File: src/rtl/seg_pkg.sv
// Shared constants for the seven-segment scanner: glyph table, segment bit
// positions, blank patterns and a width helper.
package seg_pkg;

    // catode bit 7 is the decimal point, bits 6..0 are segments g..a
    localparam int unsigned SEG_DP_BIT  = 7;
    localparam int unsigned SEG_G_BIT   = 6;
    localparam logic [6:0]  SEG_BLANK   = 7'h7F;
    localparam logic [7:0]  CATODE_OFF  = 8'hFF;

    // Active-low hex glyphs, bit order g..a
    function automatic logic [6:0] hex_glyph(input logic [3:0] nibble);
        logic [6:0] glyph;
        unique case (nibble)
            4'h0: glyph = 7'b1000000;
            4'h1: glyph = 7'b1111001;
            4'h2: glyph = 7'b0100100;
            4'h3: glyph = 7'b0110000;
            4'h4: glyph = 7'b0011001;
            4'h5: glyph = 7'b0010010;
            4'h6: glyph = 7'b0000010;
            4'h7: glyph = 7'b1111000;
            4'h8: glyph = 7'b0000000;
            4'h9: glyph = 7'b0010000;
            4'hA: glyph = 7'b0001000;
            4'hB: glyph = 7'b0000011;
            4'hC: glyph = 7'b1000110;
            4'hD: glyph = 7'b0100001;
            4'hE: glyph = 7'b0000110;
            4'hF: glyph = 7'b0001110;
        endcase
        return glyph;
    endfunction

    // Counter width for a modulus n, never narrower than one bit
    function automatic int unsigned width_min1(input int unsigned n);
        return (n > 1) ? $clog2(n) : 1;
    endfunction

endpackage

File: src/rtl/seg_hex_decode.sv
// Combinational nibble to catode decoder with blanking and decimal point.
module seg_hex_decode
    import seg_pkg::*;
(
    input  logic [3:0] nibble_i,
    input  logic       blank_i,
    input  logic       dp_i,
    output logic [7:0] catode_o
);

    // Segments follow the glyph unless blanked; dp is independent of blanking
    always_comb begin
        catode_o                      = CATODE_OFF;
        catode_o[SEG_G_BIT:0]         = blank_i ? SEG_BLANK : hex_glyph(nibble_i);
        catode_o[SEG_DP_BIT]          = ~dp_i;
    end

endmodule

File: src/rtl/seg_scan_display.sv
// Multiplexed seven-segment scanner with tear-free, frame-aligned value updates.
module seg_scan_display
    import seg_pkg::*;
#(
    parameter int unsigned DIGITS      = 4,
    parameter int unsigned REFRESH_DIV = 50000
) (
    input  logic                  clk,
    input  logic                  reset,
    input  logic                  enable,
    input  logic                  load,
    input  logic [4*DIGITS-1:0]   data,
    input  logic [DIGITS-1:0]     dp_mask,
    input  logic                  blank_lz,
    output logic                  load_ack,
    output logic                  frame_done,
    output logic [DIGITS-1:0]     anode,
    output logic [7:0]            catode
);

    localparam int unsigned     CntW    = width_min1(REFRESH_DIV);
    localparam int unsigned     IdxW    = width_min1(DIGITS);
    localparam logic [CntW-1:0] CntLast = CntW'(REFRESH_DIV - 1);
    localparam logic [IdxW-1:0] IdxLast = IdxW'(DIGITS - 1);

    typedef struct packed {
        logic [4*DIGITS-1:0] data;
        logic [DIGITS-1:0]   dp;
        logic                blank_lz;
    } disp_t;

    logic [CntW-1:0]   cnt_q, cnt_d;
    logic [IdxW-1:0]   idx_q, idx_d;
    disp_t             pend_q, pend_d;
    logic              pend_valid_q, pend_valid_d;
    disp_t             disp_q, disp_d;
    logic              load_ack_q, load_ack_d;
    logic              frame_done_q, frame_done_d;
    logic [DIGITS-1:0] anode_q, anode_d;
    logic [7:0]        catode_q, catode_d;

    disp_t      incoming;
    logic       step_wrap;
    logic       frame_wrap;
    logic [3:0] cur_nibble;
    logic       cur_blank;
    logic       cur_dp;
    logic       upper_nz;
    logic [7:0] cur_catode;

    assign incoming   = '{data: data, dp: dp_mask, blank_lz: blank_lz};
    assign step_wrap  = enable && (cnt_q == CntLast);
    assign frame_wrap = step_wrap && (idx_q == IdxLast);

    // Refresh counter and digit index; both hold while disabled
    always_comb begin
        cnt_d = cnt_q;
        idx_d = idx_q;
        if (enable) begin
            if (step_wrap) begin
                cnt_d = '0;
                idx_d = (idx_q == IdxLast) ? '0 : idx_q + IdxW'(1);
            end else begin
                cnt_d = cnt_q + CntW'(1);
            end
        end
    end

    // Pending/display registers: the display only changes at the frame boundary
    always_comb begin
        pend_d       = pend_q;
        pend_valid_d = pend_valid_q;
        disp_d       = disp_q;
        load_ack_d   = 1'b0;
        if (frame_wrap) begin
            // a load landing on the boundary bypasses pending entirely
            if (load) begin
                disp_d     = incoming;
                load_ack_d = 1'b1;
            end else if (pend_valid_q) begin
                disp_d     = pend_q;
                load_ack_d = 1'b1;
            end
            pend_valid_d = 1'b0;
        end else if (load) begin
            pend_d       = incoming;
            pend_valid_d = 1'b1;
        end
    end

    // Select the current digit and decide whether it is a leading zero
    always_comb begin
        cur_nibble = disp_q.data[{idx_q, 2'b00} +: 4];
        cur_dp     = disp_q.dp[idx_q];
        upper_nz   = 1'b0;
        for (int i = 0; i < int'(DIGITS); i++) begin
            if ((i >= int'(idx_q)) && (disp_q.data[i*4 +: 4] != 4'h0)) begin
                upper_nz = 1'b1;
            end
        end
        cur_blank = disp_q.blank_lz && (idx_q != '0) && !upper_nz;
    end

    seg_hex_decode u_decode (
        .nibble_i (cur_nibble),
        .blank_i  (cur_blank),
        .dp_i     (cur_dp),
        .catode_o (cur_catode)
    );

    // Registered drive of the display pins and status pulses
    always_comb begin
        anode_d      = enable ? ~(DIGITS'(1) << idx_q) : '1;
        catode_d     = enable ? cur_catode : CATODE_OFF;
        frame_done_d = frame_wrap;
    end

    // State registers with asynchronous active-low reset
    always_ff @(posedge clk or negedge reset) begin
        if (!reset) begin
            cnt_q        <= '0;
            idx_q        <= '0;
            pend_q       <= '0;
            pend_valid_q <= 1'b0;
            disp_q       <= '0;
            load_ack_q   <= 1'b0;
            frame_done_q <= 1'b0;
            anode_q      <= '1;
            catode_q     <= CATODE_OFF;
        end else begin
            cnt_q        <= cnt_d;
            idx_q        <= idx_d;
            pend_q       <= pend_d;
            pend_valid_q <= pend_valid_d;
            disp_q       <= disp_d;
            load_ack_q   <= load_ack_d;
            frame_done_q <= frame_done_d;
            anode_q      <= anode_d;
            catode_q     <= catode_d;
        end
    end

    assign load_ack   = load_ack_q;
    assign frame_done = frame_done_q;
    assign anode      = anode_q;
    assign catode     = catode_q;

endmodule
File: config.mk
export PLATFORM = sky130hd
export DESIGN_NAME = seg_scan_display
export DESIGN_NICKNAME = d
export VERILOG_FILES = /design/src/rtl/seg_pkg.sv /design/src/rtl/seg_hex_decode.sv /design/src/rtl/seg_scan_display.sv
export SDC_FILE = /design/constraint.sdc
export NUM_CORES = 1
export LEC_CHECK = 0
export ABC_AREA = 0
export CAP_MARGIN = 40
export CORE_AREA = 3 3 102 104
export DETAILED_ROUTE_END_ITERATION = 6
export DIE_AREA = 0 0 105 107
export GPL_ROUTABILITY_DRIVEN = 0
export PLACE_DENSITY = 0.61
export SYNTH_ARGS = -nofsm -noshare
export SYNTH_HDL_FRONTEND = slang
export SYNTH_SLANG_ARGS = --single-unit
File: constraint.sdc
create_clock -name clk -period 2.5 [get_ports clk]
set_input_delay 0.375 -clock clk [delete_from_list [all_inputs] [get_ports clk]]
set_output_delay 0.375 -clock clk [all_outputs]
set_load 0.05 [all_outputs]
======== Word-level counts from Yosys, hierarchy flattened ========
Memory sizes are Yosys's and may differ from the RTL's.
Index checks and enable logic that the tools add are counted.
word-level totals
  flip-flop bits (word level) ............. 75
  memory bits (read-only) ................. 112
  bits of input ports ..................... 25
  output and inout bits ................... 14
  logic and storage cells ................. 63
  memories ................................ 1
operators by class
  add/subtract/negate cells ............... 2
  magnitude comparators ................... 4
  equal/unequal tests ..................... 2
  shifts and indexed selects .............. 2
  muxes and demuxes ....................... 18
  bitwise logic cells ..................... 3
  reduce and logical (&&, ||, !) cells .... 18
memory list
  name             depth  width  read ports  clocked after memory_dff  wr ports  RTL line       RTL
  (no name shown)  16     7      1           0                         0         seg_pkg.sv:14  unique case (nibble)
operators with widths
  kind                     count
  $mux W21                 2
  $add A16 B1 Y16 const B  1
  $eq A16 B16 Y1 const B   1
  $mux W16                 1
  $reduce_bool A4 Y1       4
  $shiftx A16 B5 Y4        1
  $mux W1                  10
  $mux W8                  1
  $logic_and A1 B1 Y1      7
  $mux W7                  1
  $reduce_and A2 Y1        3
  $reduce_bool A2 Y1       3
  $ge A1 B2 Y1 const A     2
  $mux W4                  1
  $not A4 Y4               1
  $shl A1 B2 Y4 const A    1
  $lt A2 B3 Y1 const B     1
  $add A2 B1 Y2 const B    1
  $bmux W1 S2              1
  $eq A2 B2 Y1 const B     1
  $ge A2 B2 Y1 const A     1
  $mux W2                  1
  $not A1 Y1               2
  $logic_not A1 Y1         1

======== Logic depth before layout (Yosys ltp) ========
Gate-level depths: netlist of the first run.
  word-level depth ........................ 10
  mapped depth ............................ 7
  depth with buffers taken out ............ 6

======== Cells and area by module ========
Synthesis of the first run repeated with hierarchy kept, for this count alone.
unflattened totals
  cells, all modules ...................... 337
  area, all modules ....................... 3811.2 um^2
by module, submodules not included
  module            times used  cells an instance  area an instance (um^2)  sequential area each (um^2)
  seg_scan_display  1           301                3508.4                   1891.8
  seg_hex_decode    1           36                 302.8                    0.0

======== Worst setup path before layout of the first run ========
No wires, ideal clock.
  path type ............................... register -> register
  start point ............................. reg idx_q[0]
  end point ............................... reg catode_q[6], in the netlist catode[6]
  setup time .............................. 0.082 ns
  data arrival time ....................... 2.288 ns
  data required time ...................... 2.418 ns
  setup slack ............................. 0.131 ns
  stages on the path, launching flop included .. 7
  path buffers ............................ 1
  period minus slack after synthesis ...... 2.369 ns
  cells stage by stage .................... dfrtp_1 > clkbuf_1 > inv_1 > ha_1 > or4b_2 > o41a_1 > o211ai_1
between the ends
  cells in the longest elaborated chain, start to end .. 10
  elaborated cells on any way between the ends .. 18
  classes of those cells .................. order compare: 3; shift: 1; mux: 6; reduce/logical: 7; memory: 1
ends and longest elaborated chain
  item                                                    RTL line                 RTL
  start: declaration                                      seg_scan_display.sv:33   logic [IdxW-1:0] idx_q, idx_d;
  start signal: assignment                                seg_scan_display.sv:132  idx_q <= idx_d;
  branches (longest 8 deep; another with $mem_v2 Z16 W7)  --
  $mux W7 (*)                                             seg_hex_decode.sv:14     catode_o[SEG_G_BIT:0] = blank_i ? SEG_BLANK : hex_glyph(nibble_i);
  $mux W8 (*)                                             seg_scan_display.sv:114  catode_d = enable ? cur_catode : CATODE_OFF;
  net catode_d[6]                                         seg_scan_display.sv:40   logic [7:0] catode_q, catode_d;
  end signal: assignment                                  seg_scan_display.sv:139  catode_q <= catode_d;
  end: declaration                                        seg_scan_display.sv:40
Mark *: on every way through the listed nets, which the timed path passes.
A chain may end at the register's enable or synchronous reset.

======== Final worst setup path of the first run ========
  start point ............................. reg cnt_q[13]
  end point ............................... reg pend_q[10] (netlist name)
between the ends
  cells in the longest elaborated chain, start to end .. 5
ends and longest elaborated chain
  item                                RTL line                 RTL
  start: declaration                  seg_scan_display.sv:32   logic [CntW-1:0] cnt_q, cnt_d;
  start signal: assignment            seg_scan_display.sv:131  cnt_q <= cnt_d;
  $eq A16 B16 Y1                      seg_scan_display.sv:52   assign step_wrap = enable && (cnt_q == CntLast);
  $logic_and A1 B1 Y1                 seg_scan_display.sv:52
  $logic_and A1 B1 Y1                 seg_scan_display.sv:53   assign frame_wrap = step_wrap && (idx_q == IdxLast);
  $not A1 Y1 (no source line)         --
  $reduce_and A2 Y1 (no source line)  --
  end signal: assignment              seg_scan_display.sv:133  pend_q <= pend_d;
  end: declaration                    seg_scan_display.sv:34   disp_t pend_q, pend_d;
No other way between the ends.

==> flow_summary.ini, run 1 <==
[run_status]
status = complete, no violations

[synthesis]
synth_area_leaders = dfrtp_1, dfstp_2, mux2_1
synth_top_area_cell = dfrtp_1
avgSynthCellArea_um2 = 11.1
syn_area_mm2 = 0.00378
yosysWarnings = 0
synth_nets = 377
synth_async_sr_flop_share_pct = 100
syn-instance-count = 340
yosysSeqAreaShare_pct = 50.0
yosysUniqueCellTypes = 47
synth_top_area_share_pct = 41.7
synth_ff_type = dfrtp_1
synth-edff-count = 0
ys_ff_latch = 75

[setup_path]
cp-end-kind = flip-flop
startpoint_type = flip-flop
r2r_slack_ns = 0.12
crit_chain = or4b_1 -> or4_4 -> o21ai_2 -> buf_12 -> mux2_1
arrival_ns = 2.61
cp_slowest_stage_delay_ns = 0.59
reg2reg_depth = 5
critPathRequiredTime_ns = 2.73
critical_path_class = flip-flop to flip-flop
cpMaxStageDelayCell = or4_4
cp_max_fo = 21

[timing]
finClkSkew_ns = 0.0203
hold_violations = 0
setup_viol = 0
fin_crit_ns = 2.38
rsz0062_at_grt = no
clock.fmax_ghz = 0.421
timing.final.max_slew_violations = 0
worst_pin_slew_ns = 0.504
fin_setup_tns_ns = 0
finalCritPeriodShare_pct = 95.0
slew_headroom_pct = 66.3

[finish]
stdcell_area_mm2 = 0.00467
fillCellCount = 907
utilization_pct = 48.5
diodes = 0
final_cell_mix = dfrtp_1, clkdlybuf4s50_1, nor2_1
register_area_mm2 = 0.00189
fin_cells = 525
nets = 424
layout_commonest_cell = dfrtp_1
syn_to_final_growth_pct = 23.5
multiInputGateArea_mm2 = 0.00177
drive_above_1_share_pct = 20.4

[grt]
antenna_found_initial = 0
grt_max_degree = 63
grt_pass1_wl_um = 14800
grt_pass1_vias = 2896
grt-ovfl-total = 0
grt_use_total_pct = 16.5

[power]
p_leak_nw = 1.96
vdd_drop_max_mv = 0.226
cellPowerDensity_mw_per_mm2 = 589

[floorplanning]
core-area_mm2 = 0.00964
fp.dieW_um = 105
ioPinCount = 39
rows = 36
start_util_pct = 39.3
dieHeight_um = 107
dieArea_mm2 = 0.0112

[place]
dpl.hpwl_um = 5690
port-buffer-count = 38
place_inst = 508
placed_area_mm2 = 0.00444

[clock_tree]
path_clk_slew_ns = 0.08
cts.htree.levels = 3
cts_tree = done
clock_latency_ns = 0.36
cts_buffers = 9
clk_path_buf_depth = 2
numClockSinks = 75
cts_root_buffer = clkbuf_8

[drt]
via_per_inst = 5.38
via_count = 2824
first_pass_iters = 4
wl_per_cell_um = 16.2
post-route-drc-count = 0
antenna_left = 0
first_iter_violations = 149
routed_wl_um = 8490

[job]
drv_cap = 0

[hold_path]
hold_class = input port to asynchronous set/reset pin
[worst max-delay path: cells and delay by family (launching register included)]
kind | cells | cell delay [ns]
buffers and inverters | 1 | 0.19
AOI/OAI and AO/OA | 1 | 0.18
and+or+nand+nor | 2 | 1.15
DFF | 1 | 0.39
muxes | 1 | 0.34
[synth_stat cells, drive strengths merged (4+ instances only)]
| cell | number |
|---|---|
| dfrtp | 63 |
| nor2 | 31 |
| mux2 | 23 |
| nor3 | 23 |
| nand2 | 22 |
| a31oi | 21 |
| o221a | 20 |
| clkbuf | 17 |
| dfstp | 12 |
| ha | 12 |
| xor2 | 10 |
| nand3 | 9 |
| o21ai | 9 |
| inv | 7 |
| mux4 | 6 |
| buf | 5 |
| a21oi | 4 |
| nand4 | 4 |
| nor4 | 4 |
| xnor2 | 4 |
[cell type report]
class	count	share of cell area (%)
sequential	75	40.5
multi-input combinational	236	38.0
timing repair buffer	58	12.6
tap	133	3.56
clock buffer	10	2.95
clock inverter	6	1.90
inverter	7	0.562
[per-stage QoR]
stage	worst slack, ns	power [W]	hold slack (ns)
3_3_place_gp	0.125	0.00171	0.468
3_5_place_dp	0.0917	0.00173	0.249
6_report	0.124	0.00275	0.436
5_1_grt	0.0232	0.00289	0.440
2_1_floorplan	0.131	0.00157	0.0794
4_1_cts	0.104	0.00278	0.434
[logic make-up (layout without fill, tap and decap cells)]
group                      count (synthesis)  after routing  share of synthesized area (%)
muxes                                     30             30                           10.7
and+or+nand+nor                          116            116                           15.4
adders and majority gates                 12             12                           3.97
AOI/OAI and AO/OA                         64             64                           13.3
xor gates and xnor gates                  14             14                           3.24
buffers and inverters                     29             81                           3.34
DFF                                       75             75                           50.0
[power by group]
part | internal (W) | total (W) | switching, W
Combinational | 0.000159 | 0.000330 | 0.000171
Sequential | 0.00131 | 0.00138 | 0.0000652
Clock | 0.000589 | 0.00105 | 0.000459
[per-layer routing]
metal,track usage (%),part of all wire [%]
met5,0,0
met4,5.25,1.2
met3,4.15,4.1
met2,26.1,47
met1,22.3,48
[flip-flops by register name (all words and copies together) (netlist names)]
register      cells
anode             4
catode            8
pend_q           21
disp_q           21
pend_valid_q      1
load_ack          1
frame_done        1
cnt_q            16
idx_q             2
[worst paths after layout]
check                           startpoint          to
worst max-delay path             cnt_q[13]  pend_q[10]
worst min-delay path                 reset    cnt_q[3]
worst max register to register   cnt_q[13]  pend_q[10]
worst min register to register   cnt_q[13]   cnt_q[13]
max in group asynchronous            reset   catode[0]
min in group clk                 cnt_q[13]   cnt_q[13]
[what timing repair did]
item | 4_1_cts | 5_1_grt
endpoints found under the setup margin | 0 | 0
gates resized for setup | 0 | 0
endpoints found under the hold margin | 13 | 0
hold buffers | 1 | 0
setup buffers | 0 | 0
No activity file was read; power rests on OpenSTA's default activity.
==> inputs of run 2 (changes only) <==
--- a/config.mk
+++ b/config.mk
@@ -6,12 +6,14 @@
 export NUM_CORES = 1
 export LEC_CHECK = 0
 export ABC_AREA = 0
+export ABC_CLOCK_PERIOD_IN_PS = 2500
 export CAP_MARGIN = 40
 export CORE_AREA = 3 3 102 104
 export DETAILED_ROUTE_END_ITERATION = 6
 export DIE_AREA = 0 0 105 107
 export GPL_ROUTABILITY_DRIVEN = 0
 export PLACE_DENSITY = 0.61
+export SKIP_LAST_GASP = 1
 export SYNTH_ARGS = -nofsm -noshare
 export SYNTH_HDL_FRONTEND = slang
 export SYNTH_SLANG_ARGS = --single-unit
==> results of run 2 <==
Same layout as run 1: the final DEF is identical, and so are final timing and power.
